[config.mk]
export PLATFORM = sky130hd
export DESIGN_NAME = spi_reg_bank_arb
export DESIGN_NICKNAME = d
export VERILOG_FILES = /design/src/rtl/spi_reg_bank_arb.sv
export SDC_FILE = /design/constraint.sdc
export NUM_CORES = 1
export LEC_CHECK = 0
export ABC_AREA = 0
export CORE_MARGIN = 5
export CORE_UTILIZATION = 55
export CTS_CLUSTER_SIZE = 12
export DETAILED_ROUTE_END_ITERATION = 16
export PLACE_DENSITY = 0.91
export SLEW_MARGIN = 20
export SYNTH_ARGS = -nofsm -noshare
export SYNTH_HDL_FRONTEND = slang
export SYNTH_SLANG_ARGS = --single-unit
[constraint.sdc]
create_clock -name clk -period 2.7 [get_ports clk]
set_clock_uncertainty 0.05 [all_clocks]
set_input_delay 0.405 -clock clk [delete_from_list [all_inputs] [get_ports clk]]
set_output_delay 0.405 -clock clk [all_outputs]
set_load 0.005 [all_outputs]
[src/rtl/spi_reg_bank_arb.sv]
// Register bank shared between an SPI register port and one local requester.
// SPI writes are buffered in a one-entry slot and arbitrated round-robin
// against local accesses. SPI_ARB_FIXED_PRIO_EN makes SPI win every conflict.
module spi_reg_bank_arb #(
  parameter int ADDR_W = 3,
  parameter int REG_W  = 8
) (
  input  logic              clk,
  input  logic              rstb,
  input  logic              ena,
  input  logic [ADDR_W-1:0] spi_addr,
  input  logic [REG_W-1:0]  spi_wdata,
  input  logic              spi_wr_dv,
  output logic [REG_W-1:0]  spi_rdata,
  input  logic              loc_req,
  input  logic              loc_we,
  input  logic [ADDR_W-1:0] loc_addr,
  input  logic [REG_W-1:0]  loc_wdata,
  output logic              loc_gnt,
  output logic [REG_W-1:0]  loc_rdata,
  output logic              loc_rvalid,
  input  logic              clr_ovr,
  output logic [7:0]        status,
  output logic [1:0]        dbg_state
);

  localparam int DEPTH = 2 ** ADDR_W;

  // Local handshake: loc_req rises and stays high with loc_we/loc_addr/loc_wdata
  // stable; loc_gnt pulses for the one cycle in which the access is performed,
  // after which the requester may drop loc_req. loc_rvalid follows a read grant
  // by one cycle with loc_rdata valid alongside it.
  typedef enum logic [1:0] {
    IDLE    = 2'd0,
    SPI_WR  = 2'd1,
    LOC_ACC = 2'd2
  } state_t;

  state_t            state, state_nxt;
  logic [REG_W-1:0]  bank [DEPTH];
  logic [ADDR_W-1:0] pend_addr;
  logic [REG_W-1:0]  pend_data;
  logic              spi_pend;
  logic              ovr;
  logic              last_grant;
  logic [3:0]        conflict_cnt;
  logic              rvalid_q;
  logic              conflict;
  logic              consume;
  logic              ovr_set;

  always_comb begin
    state_nxt = state;
    conflict  = 1'b0;
    case (state)
      IDLE: begin
        if (spi_pend && loc_req) begin
          conflict = 1'b1;
`ifdef SPI_ARB_FIXED_PRIO_EN
          state_nxt = SPI_WR;
`else
          // last_grant: 0 = SPI, 1 = LOC; the other requester wins.
          state_nxt = last_grant ? SPI_WR : LOC_ACC;
`endif
        end else if (spi_pend) begin
          state_nxt = SPI_WR;
        end else if (loc_req) begin
          state_nxt = LOC_ACC;
        end
      end
      SPI_WR:  state_nxt = IDLE;
      LOC_ACC: state_nxt = IDLE;
      default: state_nxt = IDLE;
    endcase
  end

  assign consume = (state == SPI_WR);
  assign ovr_set = spi_wr_dv && spi_pend && !consume;

  always_ff @(posedge clk) begin
    if (!rstb) begin
      state        <= IDLE;
      pend_addr    <= '0;
      pend_data    <= '0;
      spi_pend     <= 1'b0;
      ovr          <= 1'b0;
      last_grant   <= 1'b1;
      conflict_cnt <= 4'd0;
      loc_rdata    <= '0;
      rvalid_q     <= 1'b0;
      for (int i = 0; i < DEPTH; i++) bank[i] <= '0;
    end else begin
      rvalid_q <= 1'b0;
      if (ena) begin
        state <= state_nxt;
        if (spi_wr_dv) begin
          pend_addr <= spi_addr;
          pend_data <= spi_wdata;
          spi_pend  <= 1'b1;
        end else if (consume) begin
          spi_pend <= 1'b0;
        end
        if (ovr_set) ovr <= 1'b1;
        else if (clr_ovr) ovr <= 1'b0;
        if (conflict && conflict_cnt != 4'hF) conflict_cnt <= conflict_cnt + 4'd1;
        if (state == SPI_WR) begin
          bank[pend_addr] <= pend_data;
          last_grant      <= 1'b0;
        end
        if (state == LOC_ACC) begin
          last_grant <= 1'b1;
          if (loc_we) begin
            bank[loc_addr] <= loc_wdata;
          end else begin
            loc_rdata <= bank[loc_addr];
            rvalid_q  <= 1'b1;
          end
        end
      end
    end
  end

  assign spi_rdata  = bank[spi_addr];
  assign loc_gnt    = rstb && ena && (state == LOC_ACC);
  assign loc_rvalid = rvalid_q && ena;
  assign status     = {(state != IDLE), spi_pend, ovr, last_grant, conflict_cnt};
  assign dbg_state  = state;

endmodule

==> reports/results.txt, run 1 <==
Outcome: complete, no violations
Worst EP required: 2.25 ns
EDFF count, synth: 64
Multi-input gate area in the final layout: 2140 µm²
Area contributors post-synth: edfxtp_1 (40%), dfxtp_1 (12%), mux4_1 (8.7%), mux2i_1 (7.9%), nor2_1 (5.9%)
Clock tree buffer depth: 2
Combinational group share of total power: 14.6%
Clock sink count: 93
Crit share post-route: 95.0%
Met3 Use GR: 5.66%
Core region area: 8640 µm²
Final Cell Area: 5790 µm²
Met1 GRT Util: 28.9%
CP Class: in -> out
Synth top cells by count: nor2_1 (76), edfxtp_1 (64), mux2i_1 (38), nand2_1 (36), dfxtp_1 (29)
Hold_ws: 0.421 ns
Reg-to-Reg Start: dbg_state[0]
Sequential share of power: 53.7%
ANT cells: 0
Total power divided by cell area: 519 nW/µm²
Post-synth top area cell: edfxtp_1
Worst Tran Pin Value: 1.06 ns
Reg area: 2500 µm²
Final setup TNS: 0 ns
Gr ovfl total: 0
Row cnt: 34
Final WS setup: 0.135 ns
Clock network fraction of total power: 31.7%
FF-to-FF path depth: 7
Dpl hpwl: 8670 µm
Worst hold start: pend_data[6]
IO buf count: 56
Initial antenna violation count: 0
DR vias: 3652
TritonCTS clock tree: yes
Netlist cell types: 41
NetSw: 752 µW
Reg2Reg Setup Slack: 0.44 ns
CP endpoint kind: primary output
Die X: 104 µm
Post-Syn Area: 4820 µm²
Initial drt markers: 321
P&R area growth vs syn: 20.0%
P_int: 2250 µW
Post-synthesis register bit count: 93
Maximum VDD drop: 0.000292 V
Vias/cell: 6.29
Placed inst area: 5550 µm²
Max-slew violation count: 0
YS warnings: 0
H-Tree Depth: 3
Leakage power: 0.00216 µW
Worst Hold Endpoint: pend_data[6]
Max-cap viol count: 0
Ys flop type: edfxtp_1
Average instance area after synthesis: 12.0 µm²
Reg2reg end: bank[1][1]
Final Setup Violations: 0
Hold Fails Final Rpt: 0
Post-route DRC violation count: 0
Met2 usage in global routing: 40.0%
PnR Total Power: 3000 µW
Post-synth ARST share: 0%
Sequential cell area fraction in the yosys report: 51.9%
Most frequent cell after synthesis: nor2_1
RSZ-0062 raised after global routing: false
Max Freq: 390 MHz
Reg clk slew, reported paths: 0.09 ns
Routability cong.: 0.900
Initial core utilization: 55.9%
CTS root buf: clkbuf_8
Die Area: 10700 µm²
Worst Path Arrival: 2.11 ns
Total GRT Usage: 23.6%
Top cell type's share of synthesized area: 39.8%
Share of cells above drive strength 1: 13.1%
Pre-Repair DR Iteration Count: 5
CP startpoint kind: input pin
CP max FO: 17
Fill count: 633
# nets final: 501
Die Span Y: 104 µm
Vias in the first global route: 3838
Post-DR wirelength/cell: 21.7 µm
Hold-fix buffer count after cts: 0
Pre-CTS setup slack: -0.147 ns
Hold WC Path Type: reg -> reg
Clk Latency, worst-skew pair: 0.36 ns
TritonCTS Buffers: 9
Largest net degree at the start of global routing: 33
Drt total wl: 12600 µm
Synth Instances: 401
Worst rel slew slack: 29.2%
GR peak layer: met2
Hold path depth: 2
Syn_nets: 434
Net Sw Frac: 25.0%
Final min period: 2.56 ns
First-pass GRT wire length: 19900 µm
Post-DRT Antenna Nets: 0
I/O pins: 57
## area by class of cell
cell class,count,share of cell area [%]
Clock buffer,11,2.44
Clock inverter,5,1.02
Inverter,8,0.519
Multi-Input combinational cell,276,37.0
Sequential cell,93,43.2
Tap cell,108,2.33
Timing Repair Buffer,80,13.5
## state kept, by name, summed over array words and instances (netlist names)
register	cells
spi_pend	1
dbg_state	2
conflict_cnt	4
last_grant	1
pend_addr	3
rvalid_q	1
loc_rdata	8
bank	64
ovr	1
pend_data	8
## cell families after synthesis
| family | count (synthesis) | share of synthesized area, % |
|---|---|---|
| buffers and inverters | 32 | 3.76 |
| multiplexers | 72 | 22.3 |
| AO/OA/AOI/OAI | 56 | 8.01 |
| XOR/XNOR | 2 | 0.363 |
| flip-flops | 93 | 51.9 |
| AND/OR/NAND/NOR | 142 | 12.7 |
| adder cells (fa/ha/maj) | 4 | 1.04 |
## stage by stage
step / std cells / util [%]
floorplan: 401 / -
global placement: 563 / 64.3
detailed placement: 563 / 64.3
CTS: 581 / 67.1
global route: 581 / 67.0
finish: 581 / 67.0
## worst max-delay path by stage
stage / startpoint / end / slack (ns) / cells after the start
finish: spi_addr[1] / spi_rdata[6] / 0.14 / 5
global route: spi_addr[1] / spi_rdata[6] / 0.09 / 5
CTS: spi_addr[0] / spi_rdata[0] / 0.02 / 5
detailed placement: spi_addr[0] / spi_rdata[6] / -0.15 / 5
global placement: spi_addr[0] / spi_rdata[6] / -0.13 / 5
floorplan: dbg_state[0] / bank[0][0] / 0.32 / 7
## metal layers
| layer | vias up | share of wire (%) |
|---|---|---|
| met5 | - | 0 |
| met4 | 0 | 3.0 |
| met3 | 41 | 9.2 |
| met2 | 201 | 51 |
| met1 | 1780 | 37 |
| li1 | 1630 | - |
## repair_timing
action | CTS | global route
gates cloned | 1 | 0
endpoints found under the setup margin | 8 | 5
setup buffers | 1 | 0
resized for setup | 2 | 1
## critical path, cell delays in order
cell and delay (ns):
clkdlybuf4s50_1 0.51, buf_12 0.16, mux4_1 0.27, mux2_2 0.31
clkdlybuf4s50_1 0.45
## power by group through the flow
stage / logic, µW / clock network, µW / registers [µW]
6_report: 438 / 952 / 1610
5_1_grt: 468 / 1030 / 1620
4_1_cts: 434 / 959 / 1610
3_5_place_dp: 424 / 0 / 1640
3_3_place_gp: 409 / 0 / 1640
2_1_floorplan: 249 / 0 / 1630
## cell usage in the layout, fill, tap and decap left out, types with 11 or more instances in the layout
master	count
mux2i_1	38
nand2_1	36
mux4_1	16
a22oi_1	16
dfxtp_1	29
buf_4	21
clkdlybuf4s50_1	54
mux2_2	11
a21oi_1	14
nor2_1	76
nand3_1	11
edfxtp_1	64
(Power assumes the default switching activity.)
==> inputs of run 2 (changes only) <==
--- a/config.mk
+++ b/config.mk
@@ -6,11 +6,13 @@
 export NUM_CORES = 1
 export LEC_CHECK = 0
 export ABC_AREA = 0
+export CELL_PAD_IN_SITES_DETAIL_PLACEMENT = 1
+export CELL_PAD_IN_SITES_GLOBAL_PLACEMENT = 1
 export CORE_MARGIN = 5
-export CORE_UTILIZATION = 55
+export CORE_UTILIZATION = 45
 export CTS_CLUSTER_SIZE = 12
 export DETAILED_ROUTE_END_ITERATION = 16
-export PLACE_DENSITY = 0.91
+export PLACE_DENSITY_LB_ADDON = 0.05
 export SLEW_MARGIN = 20
 export SYNTH_ARGS = -nofsm -noshare
 export SYNTH_HDL_FRONTEND = slang
==> run 2 against run 1 <==
Utilization decreased by 11 points. Critical path depth unchanged. Final area increased by 1.1%. Clock power decreased by 2%. Cell count increased by 5.3%. Setup slack got worse by 0.0039 ns. Routed wire length increased by 6.2%. Fmax decreased by 0.15%. Count of clock-buffer cells in the layout unchanged. First-iteration DRC count decreased by 27%.
==> reports/results.txt, run 2 (same netlist as run 1, synthesis figures left out) <==
Outcome: complete, no violations
Reg-to-Reg Start: dbg_state[0]
Initial antenna violation count: 0
Post-route DRC violation count: 0
Share of cells above drive strength 1: 13.4%
DR vias: 3495
Layout Cells excl Fill: 612
Final min period: 2.57 ns
Max-slew violation count: 0
Initial drt markers: 235
Routability cong.: 0.809
First-pass GRT wire length: 21400 µm
Final WS setup: 0.131 ns
IO buf count: 56
CP max FO: 8
Worst Setup SP: spi_addr[0]
ANT cells: 0
Vias in the first global route: 3730
RSZ-0062 raised after global routing: false
CP endpoint kind: primary output
Top Registers: bank (64), loc_rdata (8), pend_data (8)
Reg2Reg Setup Slack: 0.32 ns
Fill count: 1093
Reg2reg end: bank[1][0]
Vias/cell: 5.71
Dpl hpwl: 9500 µm
Core region area: 10400 µm²
CP startpoint kind: input pin
Most frequent cells in the layout: nor2_1 (76), edfxtp_1 (64), clkdlybuf4s50_1 (54), mux2i_1 (38), nand2_1 (36)
Die Span Y: 114 µm
Clock sink count: 93
Final Cell Area: 5850 µm²
Worst Tran Pin Value: 0.581 ns
Hold Fails Final Rpt: 0
Max-cap viol count: 0
Reg clk slew, reported paths: 0.09 ns
Max Freq: 389 MHz
Crit share post-route: 95.1%
Final Setup Violations: 0
Pre-CTS setup slack: -0.158 ns
Die Area: 12900 µm²
CTS root buf: clkbuf_8
Die X: 114 µm
Final setup TNS: 0 ns
TritonCTS Buffers: 9
Max reg flops: 64
Row cnt: 37
# nets final: 504
Placed inst area: 5620 µm²
P&R area growth vs syn: 21.3%
Clk Latency, worst-skew pair: 0.35 ns
I/O pins: 57
Pre-Repair DR Iteration Count: 4
Worst EP required: 2.25 ns
Initial core utilization: 46.5%
CP Class: in -> out
Hold WC Path Type: reg -> reg
Worst Path Arrival: 2.11 ns
Leakage power: 0.00217 µW
Critical path destination: spi_rdata[6]
Commonest non-fill, non-tap cell in the layout: nor2_1
Clock tree buffer depth: 2
Placed Cells: 594
FF-to-FF path depth: 7
Hold path depth: 2
Worst hold start: pend_data[0]
Maximum VDD drop: 0.000265 V
Most flop-heavy register: bank
Post-DRT Antenna Nets: 0
Largest net degree at the start of global routing: 33
Drt total wl: 13400 µm
Gr ovfl total: 0
Post-DR wirelength/cell: 21.9 µm
Total power divided by cell area: 512 nW/µm²
Total GRT Usage: 21.9%
Worst rel slew slack: 61.1%
TritonCTS clock tree: yes
H-Tree Depth: 3
[run 2: repair_timing]
action                     CTS  global route
gates cloned                 1             0
buffers inserted             1             0
pin swaps                    0             0
setup endpoints to repair    8             5
resized for setup            3             1
hold buffers                 0             0
[run 2: layer usage]
metal	part of all wire [%]	vias to the layer above	track usage [%]	routed length (µm)
li1	-	1635	-	-
met1	44	1726	30.2	5900
met2	49	120	36.6	6510
met3	5.6	14	3.18	754
met4	1.7	0	5.69	231
met5	0	-	0	0
[run 2: how the worst min path moves through the flow]
| stage | end |
|---|---|
| after floorplan | pend_data[0] |
| after global placement | pend_data[6] |
| after detailed placement | pend_data[0] |
| after CTS | pend_data[0] |
| after global routing | pend_data[0] |
| final | pend_data[0] |
[run 2: cell type report]
class / count / area, µm² / area share (%)
well taps: 136 / 170 / 2.91
multi-input cells: 276 / 2140 / 36.6
flip-flops and latches: 93 / 2500 / 42.8
clock buffers: 11 / 131 / 2.25
repair buffers: 83 / 816 / 13.9
inverters: 8 / 30.0 / 0.513
clock inverters: 5 / 60.1 / 1.03
[run 2: report_power, final]
| part | internal [µW] | switching (µW) | total (µW) |
|---|---|---|---|
| Combinational | 227 | 218 | 445 |
| Clock | 433 | 501 | 934 |
| Sequential | 1570 | 41.4 | 1610 |
[run 2: stage by stage]
step	hold WS, ns	total power (µW)	util, %
2_1_floorplan	0.386	1880	-
3_3_place_gp	0.398	2070	54.2
3_5_place_dp	0.403	2080	54.2
4_1_cts	0.415	3010	56.5
5_1_grt	0.427	3110	56.4
6_report	0.414	2990	56.4
[run 2: critical path: stages]
cell	delay, ns
buf_2	0.16
bufbuf_16	0.30
mux4_1	0.54
mux2_2	0.27
clkdlybuf4s50_1	0.44
==> inputs of run 3 (changes only) <==
--- a/config.mk
+++ b/config.mk
@@ -13,6 +13,7 @@
 export CTS_CLUSTER_SIZE = 12
 export DETAILED_ROUTE_END_ITERATION = 16
 export PLACE_DENSITY_LB_ADDON = 0.05
+export SKIP_LAST_GASP = 1
 export SLEW_MARGIN = 20
 export SYNTH_ARGS = -nofsm -noshare
 export SYNTH_HDL_FRONTEND = slang
==> results of run 3 <==
Final layout, timing and power as in run 2 (identical DEF).
